File: config.mk
export PLATFORM = sky130hd
export DESIGN_NAME = oven_controller_flat
export DESIGN_NICKNAME = d
export VERILOG_FILES = /design/src/rtl/oven_controller_if.sv /design/src/rtl/oven_controller.sv /design/src/flat_wrapper.sv
export SDC_FILE = /design/constraint.sdc
export NUM_CORES = 1
export LEC_CHECK = 0
export ABC_AREA = 0
export ABC_CLOCK_PERIOD_IN_PS = 3050
export CAP_MARGIN = 25
export CORE_ASPECT_RATIO = 0.5
export CORE_MARGIN = 10
export CORE_UTILIZATION = 40
export CTS_CLUSTER_SIZE = 16
export DETAILED_ROUTE_END_ITERATION = 10
export GPL_TIMING_DRIVEN = 0
export PLACE_DENSITY = 0.59
export SETUP_SLACK_MARGIN = 0.02
export SKIP_LAST_GASP = 1
export SYNTH_ARGS = -nofsm -noshare
export SYNTH_HDL_FRONTEND = slang
export SYNTH_SLANG_ARGS = --single-unit
File: constraint.sdc
create_clock -name clk -period 3.05 [get_ports clk]
set_input_delay 0.61 -clock clk [delete_from_list [all_inputs] [get_ports clk]]
set_output_delay 0.61 -clock clk [all_outputs]
set_load 0.01 [all_outputs]
File: src/rtl/oven_controller_if.sv
// Bundle between front panel / temperature model (master) and the oven sequencer (slave).
interface oven_controller_if;
    logic        start;
    logic        cancel;
    logic [9:0]  targetIn;
    logic [11:0] cookTimeIn;
    logic [9:0]  currentTemp;
    logic        preheated;
    logic        heat;
    logic        tempInputDone;
    logic [2:0]  state;
    logic [11:0] timeLeft;
    logic        done;
    logic        error;

    modport master (
        output start, cancel, targetIn, cookTimeIn, currentTemp, preheated,
        input  heat, tempInputDone, state, timeLeft, done, error
    );

    modport slave (
        input  start, cancel, targetIn, cookTimeIn, currentTemp, preheated,
        output heat, tempInputDone, state, timeLeft, done, error
    );
endinterface

File: src/rtl/oven_controller.sv
// Oven sequencer: validates a cook request, preheats with bang-bang control,
// then regulates with hysteresis while counting the cook time down in seconds.
module oven_controller #(
    parameter int TICKS_PER_SEC = 50000000,
    parameter int HYST          = 2,
    parameter int MIN_TARGET    = 150,
    parameter int MAX_TARGET    = 500,
    parameter int OVER_MARGIN   = 20,
    parameter int PREHEAT_LIMIT = 900
) (
    input  logic              clk,
    input  logic              rst,
    oven_controller_if.slave  bus
);
    localparam int              PW        = $clog2(TICKS_PER_SEC + 1);
    localparam int              SW        = $clog2(PREHEAT_LIMIT + 1);
    localparam logic [PW-1:0]   PRESC_MAX = PW'(TICKS_PER_SEC - 1);
    localparam logic [SW-1:0]   SEC_LIMIT = SW'(PREHEAT_LIMIT);
    localparam logic [10:0]     HYST11    = 11'(HYST);
    localparam logic [10:0]     OVER11    = 11'(OVER_MARGIN);
    localparam logic [9:0]      MIN10     = 10'(MIN_TARGET);
    localparam logic [9:0]      MAX10     = 10'(MAX_TARGET);

    typedef enum logic [2:0] {
        S_IDLE    = 3'd0,
        S_PREHEAT = 3'd1,
        S_COOK    = 3'd2,
        S_DONE    = 3'd3,
        S_FAULT   = 3'd4
    } state_t;

    state_t        r_state, w_state_nxt;
    logic          r_heat, w_heat_nxt;
    logic          r_tid, w_tid_nxt;
    logic          r_done, w_done_nxt;
    logic          r_error, w_error_nxt;
    logic          r_block, w_block_nxt;
    logic [11:0]   r_time_left, w_time_left_nxt;
    logic [11:0]   r_cook_time, w_cook_time_nxt;
    logic [9:0]    r_target, w_target_nxt;
    logic [PW-1:0] r_presc, w_presc_nxt, w_presc_inc;
    logic [SW-1:0] r_sec, w_sec_nxt;
    logic [10:0]   w_tgt11, w_temp11;
    logic          w_wrap, w_over, w_below, w_below_hyst, w_valid, w_start_below;

    assign w_tgt11       = {1'b0, r_target};
    assign w_temp11      = {1'b0, bus.currentTemp};
    assign w_wrap        = (r_presc == PRESC_MAX);
    assign w_presc_inc   = w_wrap ? '0 : r_presc + PW'(1);
    assign w_over        = (w_temp11 > (w_tgt11 + OVER11));
    assign w_below       = (w_temp11 < w_tgt11);
    assign w_below_hyst  = (w_temp11 < (w_tgt11 - HYST11));
    assign w_start_below = (bus.currentTemp < bus.targetIn);
    assign w_valid       = (bus.targetIn >= MIN10) && (bus.targetIn <= MAX10) &&
                           (bus.cookTimeIn != 12'd0);

    always_ff @(posedge clk or posedge rst) begin
        if (rst) begin
            r_state     <= S_IDLE;
            r_heat      <= 1'b0;
            r_tid       <= 1'b0;
            r_done      <= 1'b0;
            r_error     <= 1'b0;
            r_block     <= 1'b0;
            r_time_left <= '0;
            r_cook_time <= '0;
            r_target    <= '0;
            r_presc     <= '0;
            r_sec       <= '0;
        end else begin
            r_state     <= w_state_nxt;
            r_heat      <= w_heat_nxt;
            r_tid       <= w_tid_nxt;
            r_done      <= w_done_nxt;
            r_error     <= w_error_nxt;
            r_block     <= w_block_nxt;
            r_time_left <= w_time_left_nxt;
            r_cook_time <= w_cook_time_nxt;
            r_target    <= w_target_nxt;
            r_presc     <= w_presc_nxt;
            r_sec       <= w_sec_nxt;
        end
    end

    always_comb begin
        w_state_nxt     = r_state;
        w_heat_nxt      = r_heat;
        w_tid_nxt       = r_tid;
        w_done_nxt      = 1'b0;
        w_error_nxt     = 1'b0;
        w_block_nxt     = r_block;
        w_time_left_nxt = r_time_left;
        w_cook_time_nxt = r_cook_time;
        w_target_nxt    = r_target;
        w_presc_nxt     = r_presc;
        w_sec_nxt       = r_sec;

        if (bus.cancel) begin
            w_state_nxt     = S_IDLE;
            w_heat_nxt      = 1'b0;
            w_time_left_nxt = '0;
        end else begin
            unique case (r_state)
                S_IDLE: begin
                    w_heat_nxt = 1'b0;
                    // A start still held from the DONE acknowledge is ignored until it drops.
                    if (!bus.start) begin
                        w_block_nxt = 1'b0;
                    end else if (!r_block) begin
                        if (w_valid) begin
                            w_state_nxt     = S_PREHEAT;
                            w_target_nxt    = bus.targetIn;
                            w_cook_time_nxt = bus.cookTimeIn;
                            w_tid_nxt       = 1'b1;
                            w_presc_nxt     = '0;
                            w_sec_nxt       = '0;
                            w_heat_nxt      = w_start_below;
                        end else begin
                            w_error_nxt = 1'b1;
                        end
                    end
                end
                S_PREHEAT: begin
                    w_presc_nxt = w_presc_inc;
                    if (w_wrap) w_sec_nxt = r_sec + SW'(1);
                    if (w_over || (w_wrap && ((r_sec + SW'(1)) == SEC_LIMIT))) begin
                        w_state_nxt = S_FAULT;
                        w_heat_nxt  = 1'b0;
                        w_error_nxt = 1'b1;
                    end else if (bus.preheated) begin
                        w_state_nxt     = S_COOK;
                        w_time_left_nxt = r_cook_time;
                        w_presc_nxt     = '0;
                        w_heat_nxt      = w_below;
                    end else begin
                        w_heat_nxt = w_below;
                    end
                end
                S_COOK: begin
                    w_presc_nxt = w_presc_inc;
                    if (w_over) begin
                        w_state_nxt = S_FAULT;
                        w_heat_nxt  = 1'b0;
                        w_error_nxt = 1'b1;
                    end else if (w_wrap && (r_time_left == 12'd1)) begin
                        w_state_nxt     = S_DONE;
                        w_heat_nxt      = 1'b0;
                        w_done_nxt      = 1'b1;
                        w_time_left_nxt = '0;
                    end else begin
                        if (w_wrap) w_time_left_nxt = r_time_left - 12'd1;
                        if (w_below_hyst) w_heat_nxt = 1'b1;
                        else if (!w_below) w_heat_nxt = 1'b0;
                    end
                end
                S_DONE: begin
                    w_heat_nxt      = 1'b0;
                    w_time_left_nxt = '0;
                    if (bus.start) begin
                        w_state_nxt = S_IDLE;
                        w_block_nxt = 1'b1;
                    end else begin
                        w_done_nxt = 1'b1;
                    end
                end
                S_FAULT: begin
                    w_heat_nxt  = 1'b0;
                    w_error_nxt = 1'b1;
                end
                default: begin
                    w_state_nxt = S_IDLE;
                    w_heat_nxt  = 1'b0;
                end
            endcase
        end
    end

    assign bus.state         = r_state;
    assign bus.heat          = r_heat;
    assign bus.tempInputDone = r_tid;
    assign bus.timeLeft      = r_time_left;
    assign bus.done          = r_done;
    assign bus.error         = r_error;
endmodule

File: src/flat_wrapper.sv
// flat-port wrapper written by rule: the top's interface ports become plain ports
module oven_controller_flat 
#(
    parameter int TICKS_PER_SEC = 50000000,
    parameter int HYST          = 2,
    parameter int MIN_TARGET    = 150,
    parameter int MAX_TARGET    = 500,
    parameter int OVER_MARGIN   = 20,
    parameter int PREHEAT_LIMIT = 900
)
  (clk, rst, bus_start, bus_cancel, bus_targetIn, bus_cookTimeIn, bus_currentTemp, bus_preheated, bus_heat, bus_tempInputDone, bus_state, bus_timeLeft, bus_done, bus_error);
  oven_controller_if bus_i ();
  input  logic clk;
  input  logic rst;
  input wire logic [$bits(bus_i.start)-1:0] bus_start;
  input wire logic [$bits(bus_i.cancel)-1:0] bus_cancel;
  input wire logic [$bits(bus_i.targetIn)-1:0] bus_targetIn;
  input wire logic [$bits(bus_i.cookTimeIn)-1:0] bus_cookTimeIn;
  input wire logic [$bits(bus_i.currentTemp)-1:0] bus_currentTemp;
  input wire logic [$bits(bus_i.preheated)-1:0] bus_preheated;
  output wire logic [$bits(bus_i.heat)-1:0] bus_heat;
  output wire logic [$bits(bus_i.tempInputDone)-1:0] bus_tempInputDone;
  output wire logic [$bits(bus_i.state)-1:0] bus_state;
  output wire logic [$bits(bus_i.timeLeft)-1:0] bus_timeLeft;
  output wire logic [$bits(bus_i.done)-1:0] bus_done;
  output wire logic [$bits(bus_i.error)-1:0] bus_error;
  assign bus_i.start = bus_start;
  assign bus_i.cancel = bus_cancel;
  assign bus_i.targetIn = bus_targetIn;
  assign bus_i.cookTimeIn = bus_cookTimeIn;
  assign bus_i.currentTemp = bus_currentTemp;
  assign bus_i.preheated = bus_preheated;
  assign bus_heat = bus_i.heat;
  assign bus_tempInputDone = bus_i.tempInputDone;
  assign bus_state = bus_i.state;
  assign bus_timeLeft = bus_i.timeLeft;
  assign bus_done = bus_i.done;
  assign bus_error = bus_i.error;
  oven_controller #(.TICKS_PER_SEC(TICKS_PER_SEC), .HYST(HYST), .MIN_TARGET(MIN_TARGET), .MAX_TARGET(MAX_TARGET), .OVER_MARGIN(OVER_MARGIN), .PREHEAT_LIMIT(PREHEAT_LIMIT)) u_core (.clk(clk), .rst(rst), .bus(bus_i));
endmodule
### Word level (Yosys, flattened, before mapping)

Index checks and enable logic that the tools add are counted.

* flip-flop bits (word level): 78
* latch bits: 0
* RAM bits: 0
* ROM bits: 0
* input bits: 37
* output and inout bits: 19
* word-level logic and storage cells: 120
* memories kept: 0

* $add $sub $neg: 5
* multipliers: 0
* div/mod/pow operators: 0
* $lt $le $gt $ge: 6
* eq/ne operators: 25
* shift operators: 0
* mux-type cells: 54
* bitwise operators: 2
* reduce and logical (&&, ||, !) cells: 17

Operator list (count)
* $mux 26: 6
* $pmux 26 s3: 1
* $mux 12: 6
* $mux 10: 4
* $pmux 12 s3: 1
* $mux 3: 9
* $add 26x1->26 const B: 1
* $eq 26x26->1 const B: 1
* $mux 1: 21
* $lt 10x10->1: 2
* $pmux 10 s2: 1
* $ne 3x3->1 const B: 6
* $pmux 3 s5: 1
* $reduce_and 5->1: 3
* $eq 12x1->1 const B: 1
* $reduce_bool 12->1: 1
* $sub 12x1->12 const B: 1
* $add 10x5->11 const B: 1
* $gt 10x11->1: 1
* $lt 10x11->1: 1
* $sub 10x2->11 const B: 1
* $add 10x1->10 const B: 1
* $eq 10x10->1 const B: 1
* $ge 10x8->1 const B: 1
* 23 further kinds: 36

### Longest topological paths before layout

Gate-level depths: netlist of the first run.

* depth after elaboration: 8
* gate-level depth with buffers: 14
* mapped depth without buffers: 13

### Worst setup path after synthesis of the first run

No wires, ideal clock.

* path kind: reg2reg
* start point: register u_core.r_target[4]
* end point: register u_core.r_time_left[0], in the netlist u_core.bus.timeLeft[0]
* setup time: 0.077 ns
* arrival time: 3.030 ns
* required time: 2.973 ns
* setup slack: -0.057 ns
* stages on the path, launching flop included: 14
* buffers on the path: 2
* clock period less this slack: 3.107 ns
* cell sequence: dfrtp_1 -> clkbuf_1 -> a21oi_1 -> nor4_1 -> xnor2_1 -> ha_1 -> a211oi_1 -> nand2_1 -> nor3_1 -> nor2_4 -> o31a_1 -> or2_1 -> buf_2 -> a21oi_1

* word-level cells in the longest chain between the ends: 5
* elaborated cells between the ends (all ways): 6
* those cells by class: add/sub: 1; order compare: 1; eq/ne: 2; reduce/logical: 2

Ends and longest elaborated chain
* start: declaration: RTL line oven_controller.sv:40 `logic [9:0] r_target, w_target_nxt;`
* start signal: assignment: RTL line oven_controller.sv:79 `r_target <= w_target_nxt;`
* $add 10x5->11 *: RTL line oven_controller.sv:50 `assign w_over = (w_temp11 > (w_tgt11 + OVER11));`
* $gt 10x11->1 *: RTL line oven_controller.sv:50
* $logic_or 1x1->1: RTL line oven_controller.sv:126 `if (w_over || (w_wrap && ((r_sec + SW'(1)) == SEC_LIMIT))) begin`
* $ne 3x3->1 (no line)
* $reduce_and 5->1 (no line) *
* end signal: assignment: RTL line oven_controller.sv:77 `r_time_left <= w_time_left_nxt;`
* end: declaration: RTL line oven_controller.sv:38 `logic [11:0] r_time_left, w_time_left_nxt;`

Every way passes the cells marked *; elsewhere a longest branch is shown, timed or not.
A chain may end at the register's enable or synchronous reset.

### Worst setup path in the final report of the first run

* start point: register u_core.r_target[3]
* end point: register u_core.r_time_left[1], in the netlist u_core.bus.timeLeft[1]

Same word-level chain as after synthesis.

==> results of run 1 <==
## layer usage
layer  global-route usage (%)  wire length, um
met5                        0                0
met4                     2.79              127
met3                     4.43              810
met2                     24.5             6580
met1                     23.7             7970
## cell type report
cell class	instances	area, sq um	area share, %
multi-input combinational	488	3500	50.2
sequential	78	1960	28.1
timing repair buffer	74	738	10.6
clock buffer	11	253	3.63
tap	170	213	3.05
inverter	34	131	1.89
buffer	23	128	1.83
clock inverter	5	42.5	0.611
## logic make-up (layout without fill, tap and decap cells)
kind of cell    count (synthesis)  in the layout
simple gates                  238            238
compound gates                161            161
flops                          78             78
buf+inv                        61            147
fa+ha+maj                      45             45
xor+xnor                       27             27
mux                            17             17
## state kept, by name (all words and copies together) (netlist names)
name and flops:
u_core.r_presc 26, u_core.bus.timeLeft 12, u_core.r_cook_time 12, u_core.r_sec 10, u_core.r_target 10, u_core.bus.state 3, u_core.bus.done 1, u_core.bus.error 1
u_core.bus.heat 1, u_core.bus.tempInputDone 1, u_core.r_block 1
## cell usage in the layout, fill, tap and decap left out, drive strengths merged, types with 23 or more instances in the layout
master         netlist  layout
nor3                24      24
o21ai               56      56
xnor2               26      26
nand2               47      47
clkbuf              22      30
nor2                66      66
inv                 32      33
clkdlybuf4s50        0      55
ha                  45      45
buf                  5      23
dfrtp               78      78
## metrics by stage
stage                     instances  instance area (sq um)  setup WS [ns]  hold slack [ns]  setup TNS [ns]
after CTS                       869                   6630         0.0219            0.485               0
final                           883                   6960         0.0329            0.473               0
after global placement          852                   6210          -1.06            0.456         -113.96
after floorplan                 627                   5450         0.0413            0.460               0
after detailed placement        853                   6240         -0.690            0.471          -30.04
after global routing            883                   6960         -0.115            0.494           -1.04
## critical path, stage by stage, from the launching register on
cell and delay [ns]:
dfrtp_2 0.46, ha_2 0.23, o21ai_1 0.15, xnor2_1 0.08, ha_1 0.30, nand4_1 0.13, buf_4 0.18, o311ai_4 0.36
nor2_4 0.07, o31a_1 0.35, or2_4 0.33, clkbuf_16 0.17, a21oi_2 0.12
## final timing paths
| path | to | start | slack, ns | cells after the start |
|---|---|---|---|---|
| min in group asynchronous | u_core.r_sec[2] | rst | 0.62 | 2 |
| max | u_core.bus.timeLeft[1] | u_core.r_target[3] | 0.03 | 12 |
| min | u_core.bus.tempInputDone | u_core.bus.tempInputDone | 0.47 | 1 |
| max reg2reg | u_core.bus.timeLeft[1] | u_core.r_target[3] | 0.03 | 12 |
| min reg2reg | u_core.bus.tempInputDone | u_core.bus.tempInputDone | 0.47 | 1 |
| max in group asynchronous | u_core.r_target[7] | rst | 1.81 | 3 |
## timing repair
item                       CTS  global route
resized for setup           25            55
pin swaps                    4            12
buffers inserted             3            13
setup endpoints to repair   56            34
cloned                       0             2
## power by group through the flow
| stage | registers, W | logic, W | clock network (W) |
|---|---|---|---|
| 2_1_floorplan | 0.00155 | 0.00170 | 0 |
| 3_3_place_gp | 0.00158 | 0.00249 | 0 |
| 3_5_place_dp | 0.00159 | 0.00252 | 0 |
| 4_1_cts | 0.00163 | 0.00260 | 0.00109 |
| 5_1_grt | 0.00167 | 0.00334 | 0.00114 |
| 6_report | 0.00163 | 0.00302 | 0.00106 |
==> impl_metrics.yaml, run 1 <==
setup_path:
  start_kind: "flop"
  path_class: "reg -> reg"
  critPathRequiredTime_ns: 3.31
  cp.arrival_ns: 3.28
  cp-end-kind: "flop"
  cp_max_fo: 5
synthesis:
  synth_xor_area_share_pct: 4.35
  synthTopCellsByCount: "dfrtp_1, nor2_1, nand2_1, ha_1, o21ai_1"
  yosysTopAreaCellShare_pct: 35.9
  synth-simple-area-share_pct: 22.2
  synthAdderAreaFrac_pct: 10.3
  netlist_instances: 627
  ys_warn_count: 0
  synth.area.mux_share_pct: 3.54
  syn_nets: 709
  yosys.area.top_type: "dfrtp_1"
  synth_compound_area_share_pct: 19.3
  syn_area_per_cell_sq_um: 8.68
  synth_ff_type: "dfrtp_1"
  synth.ff_latch_count: 78
  synth_enable_flop_cells: 0
  ys_seq_area_share_pct: 35.9
  synth.distinct_cells: 59
  synth.area.top_cells: "dfrtp_1, ha_1, nor2_1"
  synth_top_family_by_area: "simple AND/OR/NAND/NOR gates"
  ys_async_sr_fraction_pct: 100
  synth_most_common_cell: "dfrtp_1"
  syn_area_sq_um: 5440
route:
  vias: 5010
  ant_nets: 0
  finalWirelength_um: 15500
  vias_per_cell: 5.67
  drc: 0
  wire_per_inst_um: 17.5
  firstDrtPassIters: 5
  drtIter0Drc: 482
global_routing:
  overflow: 0
  grt_use_total_pct: 16.5
  antenna_found_initial: 0
  grt_max_degree: 51
  grt_pass1_wl_um: 25600
  grt_pass1_vias: 4894
finish:
  fillers: 1183
  drive_above_1_share_pct: 13.9
  antennaDiodeCount: 0
  syn2layout_area_growth_pct: 28.0
  final_util_pct: 53.6
  fin_nets: 790
floorplan:
  ioPinCount: 56
  die_h_um: 102
  initial_core_util_pct: 41.9
  die_area_sq_um: 18900
  fp.dieW_um: 185
  coreArea_sq_um: 13000
  fp-row-count: 29
sta:
  period_minus_slack_ns: 3.02
  min_period_over_period_pct: 98.9
  slew_viol_final: 0
  worst_pin_slew_ns: 0.944
  fmax_mhz: 331
  setup_viol: 0
  slew_headroom_pct: 36.5
  clock_skew_ns: 0.00783
  rsz0062_at_grt: "yes"
  hold_viol: 0
clock_network:
  clockBufferDepth: 2
  htreeDepth: 3
  cts_tree: "done"
  root_buffer: "clkbuf_16"
  clk_latency_ns: 0.34
  cts_buffers: 9
  cts.sinks: 78
  clkSlewWorstSetupHoldPaths_ns: 0.06
  hold_buffers: 0
worst_hold_path:
  hp-class: "reg -> reg"
power:
  p_sw_share_pct: 43.2
  p_comb_share_pct: 52.8
  p_clk_share_pct: 18.6
  fin_total_pwr_w: 0.00571
  p_int_w: 0.00324
  powerDensity_nw_per_um2: 819
  ir_drop_mv: 0.413
  seq_power_share_pct: 28.5
  p_leak_nw: 2.91
  p_sw_w: 0.00246
flow_run:
  drv_cap: 0
run_status:
  outcome: "completed"
placed_design:
  gp_congestion: 0.861
  place.port_buffers: 55
  hpwl_um: 11200
(Power assumes the default switching activity.)
==> inputs of run 2 (changes only) <==
- PLACE_DENSITY: 0.59 -> 0.63
==> run 2 against run 1 <==
Compared with the run above: sequential share of layout area is 0.11 points lower; final area grew 0.38%; routed wire length is 2.6% lower; core utilization up 0.20 points; combinational power barely moved; flip-flop and latch count unchanged; clock power down 5%; fmax shrank 1.0%; first-iteration DRC count is 1.0% higher; critical path type unchanged; highest routed layer unchanged.
==> impl_metrics.yaml, run 2 (synthesized netlist as in run 1, its figures left out) <==
clock_network:
  clkSlewWorstSetupHoldPaths_ns: 0.06
  clockBufferDepth: 2
  hold_buffers: 0
  cts.sinks: 78
  root_buffer: "clkbuf_16"
  cts_buffers: 9
  clk_latency_ns: 0.33
  cts_tree: "done"
  htreeDepth: 3
global_routing:
  grt_use_total_pct: 15.7
  grt_pass1_vias: 4807
  use_met2_pct: 24.0
  grt_pass1_wl_um: 24500
  grtUsageMet1_pct: 22.4
  use_met3_pct: 2.97
  overflow: 0
  grt_max_degree: 59
  antenna_found_initial: 0
  top_usage_layer: "met2"
finish:
  multi_input_area_sq_um: 3520
  fin_nets: 792
  largest_reg_flops: 26
  largest_register: "u_core.r_presc"
  antennaDiodeCount: 0
  final_cell_mix: "dfrtp_1, nor2_1, clkdlybuf4s50_1"
  drive_above_1_share_pct: 14.4
  instances_no_fill: 884
  final_area_sq_um: 6990
  syn2layout_area_growth_pct: 28.5
  ff_latch_area_sq_um: 1960
  fillers: 1185
  final_common_cell: "dfrtp_1"
setup_path:
  cpMostUsedCell: "buf_4"
  cp.arrival_ns: 3.25
  slowest_delay_ns: 0.47
  slowest_stage: "dfrtp_2"
  path_class: "reg -> reg"
  start_kind: "flop"
  cp-end-kind: "flop"
  cp_max_fo: 5
  r2r_slack_ns: 0.001
  cp_cell_sequence: "a21oi_4 -> nor4_4 -> xnor2_1 -> ha_1 -> buf_4 -> nand4b_1 -> o311ai_4 -> nor2_4 -> o31a_1 -> buf_4 -> a2111oi_2 -> a21oi_2"
  critPathRequiredTime_ns: 3.25
worst_hold_path:
  hp-class: "reg -> reg"
route:
  vias_per_cell: 5.71
  vias: 5051
  finalWirelength_um: 15100
  drtIter0Drc: 487
  ant_nets: 0
  wire_per_inst_um: 17.1
  drc: 0
  firstDrtPassIters: 6
sta:
  slew_viol_final: 0
  hold_viol: 0
  period_minus_slack_ns: 3.05
  min_period_over_period_pct: 100
  whs_ns: 0.474
  setup_viol: 0
  rsz0062_at_grt: "yes"
  slew_headroom_pct: 45.1
  clock_skew_ns: 0.0106
  worst_pin_slew_ns: 0.819
  fmax_mhz: 328
placed_design:
  placed_area_sq_um: 6240
  hpwl_um: 11100
  placedCellCount: 853
  place.port_buffers: 55
  gp_congestion: 0.913
power:
  seq_power_share_pct: 28.6
  p_leak_nw: 2.91
  p_comb_share_pct: 53.7
  p_sw_w: 0.00242
  p_clk_share_pct: 17.8
  powerDensity_nw_per_um2: 813
  p_sw_share_pct: 42.5
  p_int_w: 0.00327
  ir_drop_mv: 0.393
  fin_total_pwr_w: 0.00568
floorplan:
  coreArea_sq_um: 13000
  die_area_sq_um: 18900
  initial_core_util_pct: 41.9
  ioPinCount: 56
  fp-row-count: 29
  die_h_um: 102
  fp.dieW_um: 185
run_status:
  outcome: "completed"
flow_run:
  drv_cap: 0
==> run 2: area by class of cell <==
type	count	share of cell area, %
sequential	78	28.0
clock buffer	13	3.72
multi-input combinational	488	50.3
timing repair buffer	76	10.9
buffer	23	1.86
inverter	34	1.90
clock inverter	2	0.233
tap	170	3.04
==> run 2: metrics by stage <==
stage,setup WS [ns],util [%],setup TNS (ns)
CTS,0.0107,50.9,0
global placement,-0.942,47.8,-102.37
detailed placement,-0.710,48.0,-31.25
floorplan,0.0413,-,0
finish,0.00106,53.8,0
global route,-0.148,53.8,-1.15
==> run 2: repair_timing <==
| action | in CTS | in global routing |
|---|---|---|
| resized for setup | 23 | 71 |
| setup endpoints to repair | 56 | 41 |
| cloned | 0 | 1 |
| pin swaps | 4 | 14 |
| hold endpoints to repair | 0 | 0 |
| buffers inserted | 2 | 18 |
==> run 2: critical path, delay by kind of cell (launching register included) <==
kind | cells | cell delay, ns
buffers and inverters | 2 | 0.30
flip-flops | 1 | 0.47
adder cells (fa/ha/maj) | 1 | 0.37
XOR/XNOR | 1 | 0.13
AO/OA/AOI/OAI | 5 | 1.37
AND/OR/NAND/NOR | 3 | 0.26
==> run 2: power groups by stage <==
stage	clock network [W]	registers, W	logic, W
floorplan	0	0.00155	0.00170
global route	0.00108	0.00167	0.00337
finish	0.00101	0.00162	0.00305
detailed placement	0	0.00159	0.00251
global placement	0	0.00158	0.00246
CTS	0.00103	0.00162	0.00258
==> run 2: worst paths after layout <==
path / from / to / cells past startpoint
worst max-delay path: u_core.r_target[3] / u_core.bus.timeLeft[1] / 12
worst min-delay path: u_core.bus.tempInputDone / u_core.bus.tempInputDone / 1
worst max register to register: u_core.r_target[3] / u_core.bus.timeLeft[1] / 12
worst min register to register: u_core.bus.tempInputDone / u_core.bus.tempInputDone / 1
max in group asynchronous: rst / u_core.r_target[6] / 3
min in group asynchronous: rst / u_core.r_presc[14] / 2
==> run 2: layer usage <==
metal  part of all wire (%)  up-vias
li1                       -     2473
met5                      0        -
met2                     44      118
met3                    4.5       11
met4                   0.82        0
met1                     50     2449
==> inputs of run 3 (changes only) <==
- GPL_ROUTABILITY_DRIVEN: not set -> 0
==> results of run 3 <==
Same layout as run 2: the final DEF is identical, and so are final timing and power.
